[src/rtl/seg_display_scan_pkg.sv]
// Shared constants and types for the stopwatch seven-segment scanner.
// Segment patterns are active-high, ordered {g,f,e,d,c,b,a}.
package seg_display_pkg;

    localparam int NUM_DIGITS = 4;

    localparam logic [6:0] SEG_0    = 7'b0111111;
    localparam logic [6:0] SEG_1    = 7'b0000110;
    localparam logic [6:0] SEG_2    = 7'b1011011;
    localparam logic [6:0] SEG_3    = 7'b1001111;
    localparam logic [6:0] SEG_4    = 7'b1100110;
    localparam logic [6:0] SEG_5    = 7'b1101101;
    localparam logic [6:0] SEG_6    = 7'b1111101;
    localparam logic [6:0] SEG_7    = 7'b0000111;
    localparam logic [6:0] SEG_8    = 7'b1111111;
    localparam logic [6:0] SEG_9    = 7'b1101111;
    localparam logic [6:0] SEG_DASH = 7'b1000000;

    // Bit i set: decimal point lit while digit slot i is scanned.
    localparam logic [NUM_DIGITS-1:0] DP_MASK = 4'b0101;

    typedef logic [1:0] digit_idx_t;

endpackage

[src/rtl/seg_display_scan_seg7_decode.sv]
// Combinational BCD to active-high seven-segment pattern; non-BCD codes show a dash.
module seg7_decode
    import seg_display_pkg::*;
(
    input  logic [3:0] bcd_i,
    output logic [6:0] seg_o
);

    always_comb begin
        seg_o = SEG_DASH;
        case (bcd_i)
            4'd0:    seg_o = SEG_0;
            4'd1:    seg_o = SEG_1;
            4'd2:    seg_o = SEG_2;
            4'd3:    seg_o = SEG_3;
            4'd4:    seg_o = SEG_4;
            4'd5:    seg_o = SEG_5;
            4'd6:    seg_o = SEG_6;
            4'd7:    seg_o = SEG_7;
            4'd8:    seg_o = SEG_8;
            4'd9:    seg_o = SEG_9;
            default: seg_o = SEG_DASH;
        endcase
    end

endmodule

[src/rtl/seg_display_scan.sv]
// Four-digit common-anode multiplexer with per-frame digit snapshot and anti-ghost guard.
// Optional macro LEADING_ZERO_BLANK_EN suppresses a leading zero minutes digit.
module seg_display_scan
    import seg_display_pkg::*;
#(
    parameter int REFRESH_DIV    = 50000,
    parameter int GUARD_CYCLES   = 2,
    parameter bit SEG_ACTIVE_LOW = 1'b1,
    parameter bit AN_ACTIVE_LOW  = 1'b1
) (
    input  logic       mclock,
    input  logic       rst_n,
    input  logic [3:0] d1,
    input  logic [3:0] d2,
    input  logic [3:0] d3,
    input  logic [3:0] d4,
    input  logic       blank,
    output logic [6:0] seg,
    output logic       dp,
    output logic [3:0] an
);

    localparam int CW = $clog2(REFRESH_DIV);
    localparam logic [CW-1:0] DIV_LAST = CW'(REFRESH_DIV - 1);
    localparam logic [CW-1:0] GUARD    = CW'(GUARD_CYCLES);
    localparam logic [6:0]    SEG_OFF  = {7{SEG_ACTIVE_LOW}};
    localparam logic          DP_OFF   = SEG_ACTIVE_LOW;
    localparam logic [3:0]    AN_OFF   = {4{AN_ACTIVE_LOW}};

    logic [CW-1:0] div_cnt_q, div_cnt_d;
    digit_idx_t    idx_q, idx_d;
    logic [15:0]   shadow_q, shadow_d;
    logic [6:0]    seg_q, seg_d;
    logic          dp_q, dp_d;
    logic [3:0]    an_q, an_d;

    logic          div_last;
    logic [3:0]    cur_digit;
    logic [6:0]    dec_seg;
    logic [6:0]    lit_seg;
    logic          lit_dp;
    logic [3:0]    an_onehot;

    seg7_decode u_decode (
        .bcd_i (cur_digit),
        .seg_o (dec_seg)
    );

    always_comb begin
        div_last  = (div_cnt_q == DIV_LAST);
        div_cnt_d = div_last ? '0 : div_cnt_q + CW'(1);
        idx_d     = div_last ? idx_q + 2'd1 : idx_q;
        // Latch new digits only as the last slot ends so a frame is never mixed.
        shadow_d  = (div_last && idx_q == 2'd3) ? {d1, d2, d3, d4} : shadow_q;

        cur_digit = '0;
        an_onehot = '0;
        case (idx_q)
            2'd0: begin cur_digit = shadow_q[15:12]; an_onehot = 4'b1000; end
            2'd1: begin cur_digit = shadow_q[11:8];  an_onehot = 4'b0100; end
            2'd2: begin cur_digit = shadow_q[7:4];   an_onehot = 4'b0010; end
            default: begin cur_digit = shadow_q[3:0]; an_onehot = 4'b0001; end
        endcase

        lit_seg = dec_seg;
        lit_dp  = DP_MASK[idx_q];
`ifdef LEADING_ZERO_BLANK_EN
        if (idx_q == 2'd0 && cur_digit == 4'd0) begin
            lit_seg = '0;
            lit_dp  = 1'b0;
        end
`endif

        seg_d = SEG_ACTIVE_LOW ? ~lit_seg : lit_seg;
        dp_d  = SEG_ACTIVE_LOW ? ~lit_dp  : lit_dp;
        if (div_cnt_q >= GUARD && !blank)
            an_d = AN_ACTIVE_LOW ? ~an_onehot : an_onehot;
        else
            an_d = AN_OFF;
    end

    always_ff @(posedge mclock or negedge rst_n) begin
        if (!rst_n) begin
            div_cnt_q <= '0;
            idx_q     <= '0;
            shadow_q  <= '0;
            seg_q     <= SEG_OFF;
            dp_q      <= DP_OFF;
            an_q      <= AN_OFF;
        end else begin
            div_cnt_q <= div_cnt_d;
            idx_q     <= idx_d;
            shadow_q  <= shadow_d;
            seg_q     <= seg_d;
            dp_q      <= dp_d;
            an_q      <= an_d;
        end
    end

    assign seg = seg_q;
    assign dp  = dp_q;
    assign an  = an_q;

endmodule

[config.mk]
export PLATFORM = sky130hd
export DESIGN_NAME = seg_display_scan
export DESIGN_NICKNAME = d
export VERILOG_FILES = /design/src/rtl/seg_display_scan_pkg.sv /design/src/rtl/seg_display_scan_seg7_decode.sv /design/src/rtl/seg_display_scan.sv
export SDC_FILE = /design/constraint.sdc
export NUM_CORES = 1
export LEC_CHECK = 0
export ABC_AREA = 1
export BUFFER_PORTS_ARGS = -buffer_cell sky130_fd_sc_hd__buf_2
export CAP_MARGIN = 0
export CORE_MARGIN = 4
export CORE_UTILIZATION = 57
export DETAILED_ROUTE_END_ITERATION = 16
export HOLD_SLACK_MARGIN = 0.12
export PLACE_DENSITY = 0.91
export SLEW_MARGIN = 20
export SYNTH_ARGS = -nofsm -noshare
export SYNTH_HDL_FRONTEND = slang
export SYNTH_SLANG_ARGS = --single-unit
[constraint.sdc]
create_clock -name mclock -period 2.4 [get_ports mclock]
set_input_delay 0.48 -clock mclock [delete_from_list [all_inputs] [get_ports mclock]]
set_output_delay 0.48 -clock mclock [all_outputs]
set_load 0.03 [all_outputs]
# Word-level counts from Yosys, hierarchy flattened
# Memories as Yosys holds them, arrays and structs flattened.
# Cells that the tools add are included.
# Widths: inputs -> output; s select.
# word_totals
romBits	112
word_cells	28
ff_bits	46
mem_count	1
out_inout_bits	12
input_bits	19
# op_classes
eq_ne	4
muxes	6
magnitude_cmp	2
addsub	2
n_reduce_logical	4
bitwise	3
# mem_list
memory	words	word_bits	rd	rd_clocked_by_memory_dff	write_ports	line_no	text
(no name shown)	16	7	1	0	0	seg_display_scan_seg7_decode.sv:11	case (bcd_i)
# ops
operator	n
$pmux 4 s3	2
$add 16x1->16 const B	1
$eq 16x16->1 const B	1
$ge 16x2->1 const B	1
$mux 16	1
$not 7->7	1
$eq 2x2->1 const B	2
$mux 4	1
$not 4->4	1
$lt 2x3->1 const B	1
$add 2x1->2 const B	1
$bmux 1 s2	1
$eq 2x1->1 const B	1
$logic_and 1x1->1	2
$logic_not 2->1	1
$logic_not 1->1	1
$mux 1	1
$not 1->1	1

# Longest topological paths before layout
# depth
ltp_word	4
mapped_depth	11
mapped_depth_nobuf	11

# Modules after synthesis
# From an unflattened synthesis, not the netlist that was laid out.
# unflattened
hier_cells	296
area_unflattened_um2	2458.6
# modules_own_cells
mod	area_per_inst_um2	seq_area_each_um2	cells_per_inst	instances
seg_display_scan	2265.9	1166.1	260	1
seg7_decode	192.7	0.0	36	1

# Worst setup path before layout
# No wires, ideal clock.
# synth_path
kind	reg2reg
start	register idx_q[0]
end	register seg_q[3] (netlist: seg[3])
t_required_ns	2.321
t_arrival_ns	1.844
stages_incl_launch_ff	11
period_less_slack_ns	1.923
setup_ns	0.079
path_buffers	0
setup_slack_ns	0.477
path_cell_list	dfrtp_1 inv_1 ha_1 nand2_1 nand2_1 o21ai_0 inv_1 ha_1 nand3b_1 nand3_1 nand2_1
# synth_between
elab_chain_cells	4
word_cells_on_any_way	6
classes_between	eq/ne: 2; mux: 1; bitwise: 1; reduce/logical: 1; memory: 1
# synth_lines
item	line_no	text
from (decl)	seg_display_scan.sv:31	digit_idx_t idx_q, idx_d;
from (signal assigned)	seg_display_scan.sv:92	idx_q <= idx_d;
$eq 2x2->1 (tied with other cells)	seg_display_scan.sv:58	case (idx_q)
$pmux 4 s3 *	seg_display_scan.sv:58	
$mem_v2 16x7 *	-	
$not 7->7 *	seg_display_scan.sv:74	seg_d = SEG_ACTIVE_LOW ? ~lit_seg : lit_seg;
via seg_d[3]	seg_display_scan.sv:33	logic [6:0] seg_q, seg_d;
to (signal assigned)	seg_display_scan.sv:94	seg_q <= seg_d;
to (decl)	seg_display_scan.sv:33	
# The timed path passes the listed nets; every way through them passes the cells marked *.
# A chain may end at the register's enable or synchronous reset.

# Final worst setup path
# Same ends and word-level chain as after synthesis.

==> results.txt <==
Crit path top cell by count: nand2_1
Synth top cells by count: nand2_1, dfrtp_1, inv_1, nor2_1, nand4_1
Post CTS Setup Buffer Count: 0
Critical-path top delay cell: o21ai_0
Top delay family on crit path: adder cells
Die area: 5390 µm²
FMAX: 0.470 GHz
WP data arrival: 2.36 ns
# IOs: 31
Cts hold-fix bufs: 0
First DRT Iteration DRCs: 177
DRC: 0
DP HPWL: 3940 µm
Worst-case reg-to-reg path depth: 9
Seq/Total Area, Yosys: 47.8%
Bufs and invs on worst path: 1
Dominant cell type by area after synthesis: dfrtp_1
Tmin final: 2.13 ns
Critical Path End Type: flip-flop
Final hold vios: 0
CTS tree: done
Gr usage total: 21.5%
Setup violators final: 0
Synthesis-to-layout area growth: 12.8%
IR Drop Worst-Case VDD: 0.331 mV
Synth top area cells: dfrtp_1, nand2_1, dfstp_2
Worst slew margin: 47.3%
WS Path Type: reg2reg
Status: finished, final reports clean
Total gr overflow: 0
DRT Wirelength: 5240 µm
Pins Over Slew Limit: 0
Top cell type's share of synthesized area: 34.9%
Yosys warning total: 0
CP Cell Sequence: inv_1, ha_1, nand2_1, nand2_1, o21ai_0, ha_1, nand3b_1, nand3_1, nand2_1
Vias in the first global route: 1979
RSZ-0062 raised after global routing: no
CTS root buf: clkbuf_8
Crit Reg-Reg Endpoint: seg[3]$_DFF_PN1_
Number of enable flip-flop cells after synthesis: 0
Htree depth: 2
DR WL/cell: 13.7 µm
Rows: 23
Total CTS buffers: 5
P per Cell Area: 500 nW/µm²
Reg clk slew, reported paths: 0.09 ns
Initial antenna violation count: 0
Async SR Flop Fraction: 100%
ANT cells: 0
DRT Pass-1 Iters: 5
Worst Hold Class: in2async
Die width: 73.4 µm
Syn nets: 328
PostCTS Resize Cnt: 0
CP Launch Type: flip-flop
Critical path's largest stage delay: 0.46 ns
Port Buffers: 30
Clock Tree Buf Depth: 2
Reg2Reg Setup Slack: 0.27 ns
GP Congestion: 0.885
Final #Nets: 363
Slew @ Worst Pin: 0.791 ns
Mapped Avg Cell Area: 8.21 µm²
First-pass GRT wire length: 8900 µm
Largest net degree at the start of global routing: 38
Mapped Area: 2440 µm²
CP max FO: 6
Share of cells above drive strength 1: 20.4%
Gate Count Post-Synth: 297
CP required: 2.63 ns
Clock Skews: 0.00788 ns
Antenna-violating nets left: 0
Die height: 73.4 µm
Worst r2r src: idx_q[0]$_DFFE_PN0N_
Post-route core utilization: 67.7%
MaxCap Viol Count: 0
Count leader, synth: nand2_1
Routed vias/inst: 5.50
Leakage power: 1.36 nW
Top FF cell, synth: dfrtp_1
Core Area: 4060 µm²
Via count: 2107
Clock net sink count: 46
Distinct cell type count after synthesis: 26
Worst-Skew Late Latency: 0.30 ns
Initial core utilization: 60.1%
Sum Neg Setup Slack: 0 ns
Post-synthesis register bit count: 46
Final period util: 88.7%
[report_power, final]
group	switching, mW	total (mW)	internal [mW]
clock network	0.252	0.563	0.311
logic	0.0212	0.0333	0.0121
registers	0.000161	0.777	0.777
[layout by cell type (no fill, tap or decap)]
cell / n
nand4_1: 21
inv_2: 5
nand2_2: 2
buf_4: 3
inv_1: 28
nand3_4: 1
a21oi_1: 2
nand3_2: 1
nor2_8: 1
dfstp_2: 12
nand3_1: 15
o21ai_2: 1
nor3_1: 5
nor2_4: 2
o21bai_1: 2
nor2_1: 28
buf_2: 30
bufinv_16: 1
o22ai_1: 1
dfrtp_1: 34
clkbuf_1: 1
clkbuf_8: 5
clkinvlp_4: 1
nand2_1: 101
ha_1: 12
o21ai_0: 6
nand3b_1: 2
xor2_1: 7
or2_2: 3
[worst max path at each step]
stage | start | endpoint | slack, ns | cells after the start
final | idx_q[0]$_DFFE_PN0N_ | seg[3]$_DFF_PN1_ | 0.27 | 9
after floorplan | idx_q[0]$_DFFE_PN0N_ | seg[3]$_DFF_PN1_ | 0.48 | 10
after global placement | idx_q[0]$_DFFE_PN0N_ | seg[3]$_DFF_PN1_ | 0.43 | 9
after CTS | idx_q[0]$_DFFE_PN0N_ | seg[3]$_DFF_PN1_ | 0.27 | 9
after global routing | idx_q[0]$_DFFE_PN0N_ | seg[3]$_DFF_PN1_ | 0.07 | 9
after detailed placement | idx_q[0]$_DFFE_PN0N_ | seg[3]$_DFF_PN1_ | 0.29 | 9
[per-layer routing]
| metal | GRT usage [%] | wire [µm] |
|---|---|---|
| met2 | 35.0 | 2560 |
| met5 | 0 | 0 |
| met1 | 27.7 | 2130 |
| met4 | 8.45 | 99 |
| met3 | 5.06 | 454 |
[sequential cells by signal, summed over array words and instances, names as in the netlist]
| register | cells |
|---|---|
| an | 4 |
| dp | 1 |
| div_cnt_q | 16 |
| seg | 7 |
| shadow_q | 16 |
| idx_q | 2 |
[final cells by class]
class	count	area (µm²)
inverters	33	124
flip-flops and latches	46	1170
fillers	309	1310
well taps	50	62.6
clock inverters	2	37.5
repair buffers	33	173
multi-input cells	213	1110
clock buffers	6	72.6
[through the flow]
step / hold slack [ns] / power, mW / instance area [µm²] / std cells / worst slack [ns]
global route: 0.324 / 1.43 / 2750 / 383 / 0.0691
CTS: 0.276 / 1.39 / 2750 / 383 / 0.268
finish: 0.259 / 1.37 / 2750 / 383 / 0.271
detailed placement: 0.468 / 0.826 / 2640 / 375 / 0.287
global placement: 0.452 / 0.825 / 2640 / 375 / 0.428
floorplan: 0.184 / 0.795 / 2440 / 297 / 0.477
[cell families (layout without fill, tap and decap cells)]
| group | count (synthesis) | count (layout) | share of synthesized area [%] |
|---|---|---|---|
| AO/OA/AOI/OAI | 12 | 12 | 2.87 |
| XOR/XNOR | 7 | 7 | 2.52 |
| adder cells (fa/ha/maj) | 12 | 12 | 6.16 |
| buffers and inverters | 38 | 74 | 6.47 |
| flip-flops | 46 | 46 | 47.8 |
| AND/OR/NAND/NOR | 182 | 182 | 34.1 |
[worst reg2reg max path, delay by kind of cell, from the launching register on]
kind	cells	cell delay [ns]
AO/OA/AOI/OAI	1	0.46
adder cells (fa/ha/maj)	2	0.60
buffers and inverters	1	0.11
flip-flops	1	0.41
AND/OR/NAND/NOR	5	0.47
Power figures use the tool's default switching activity.
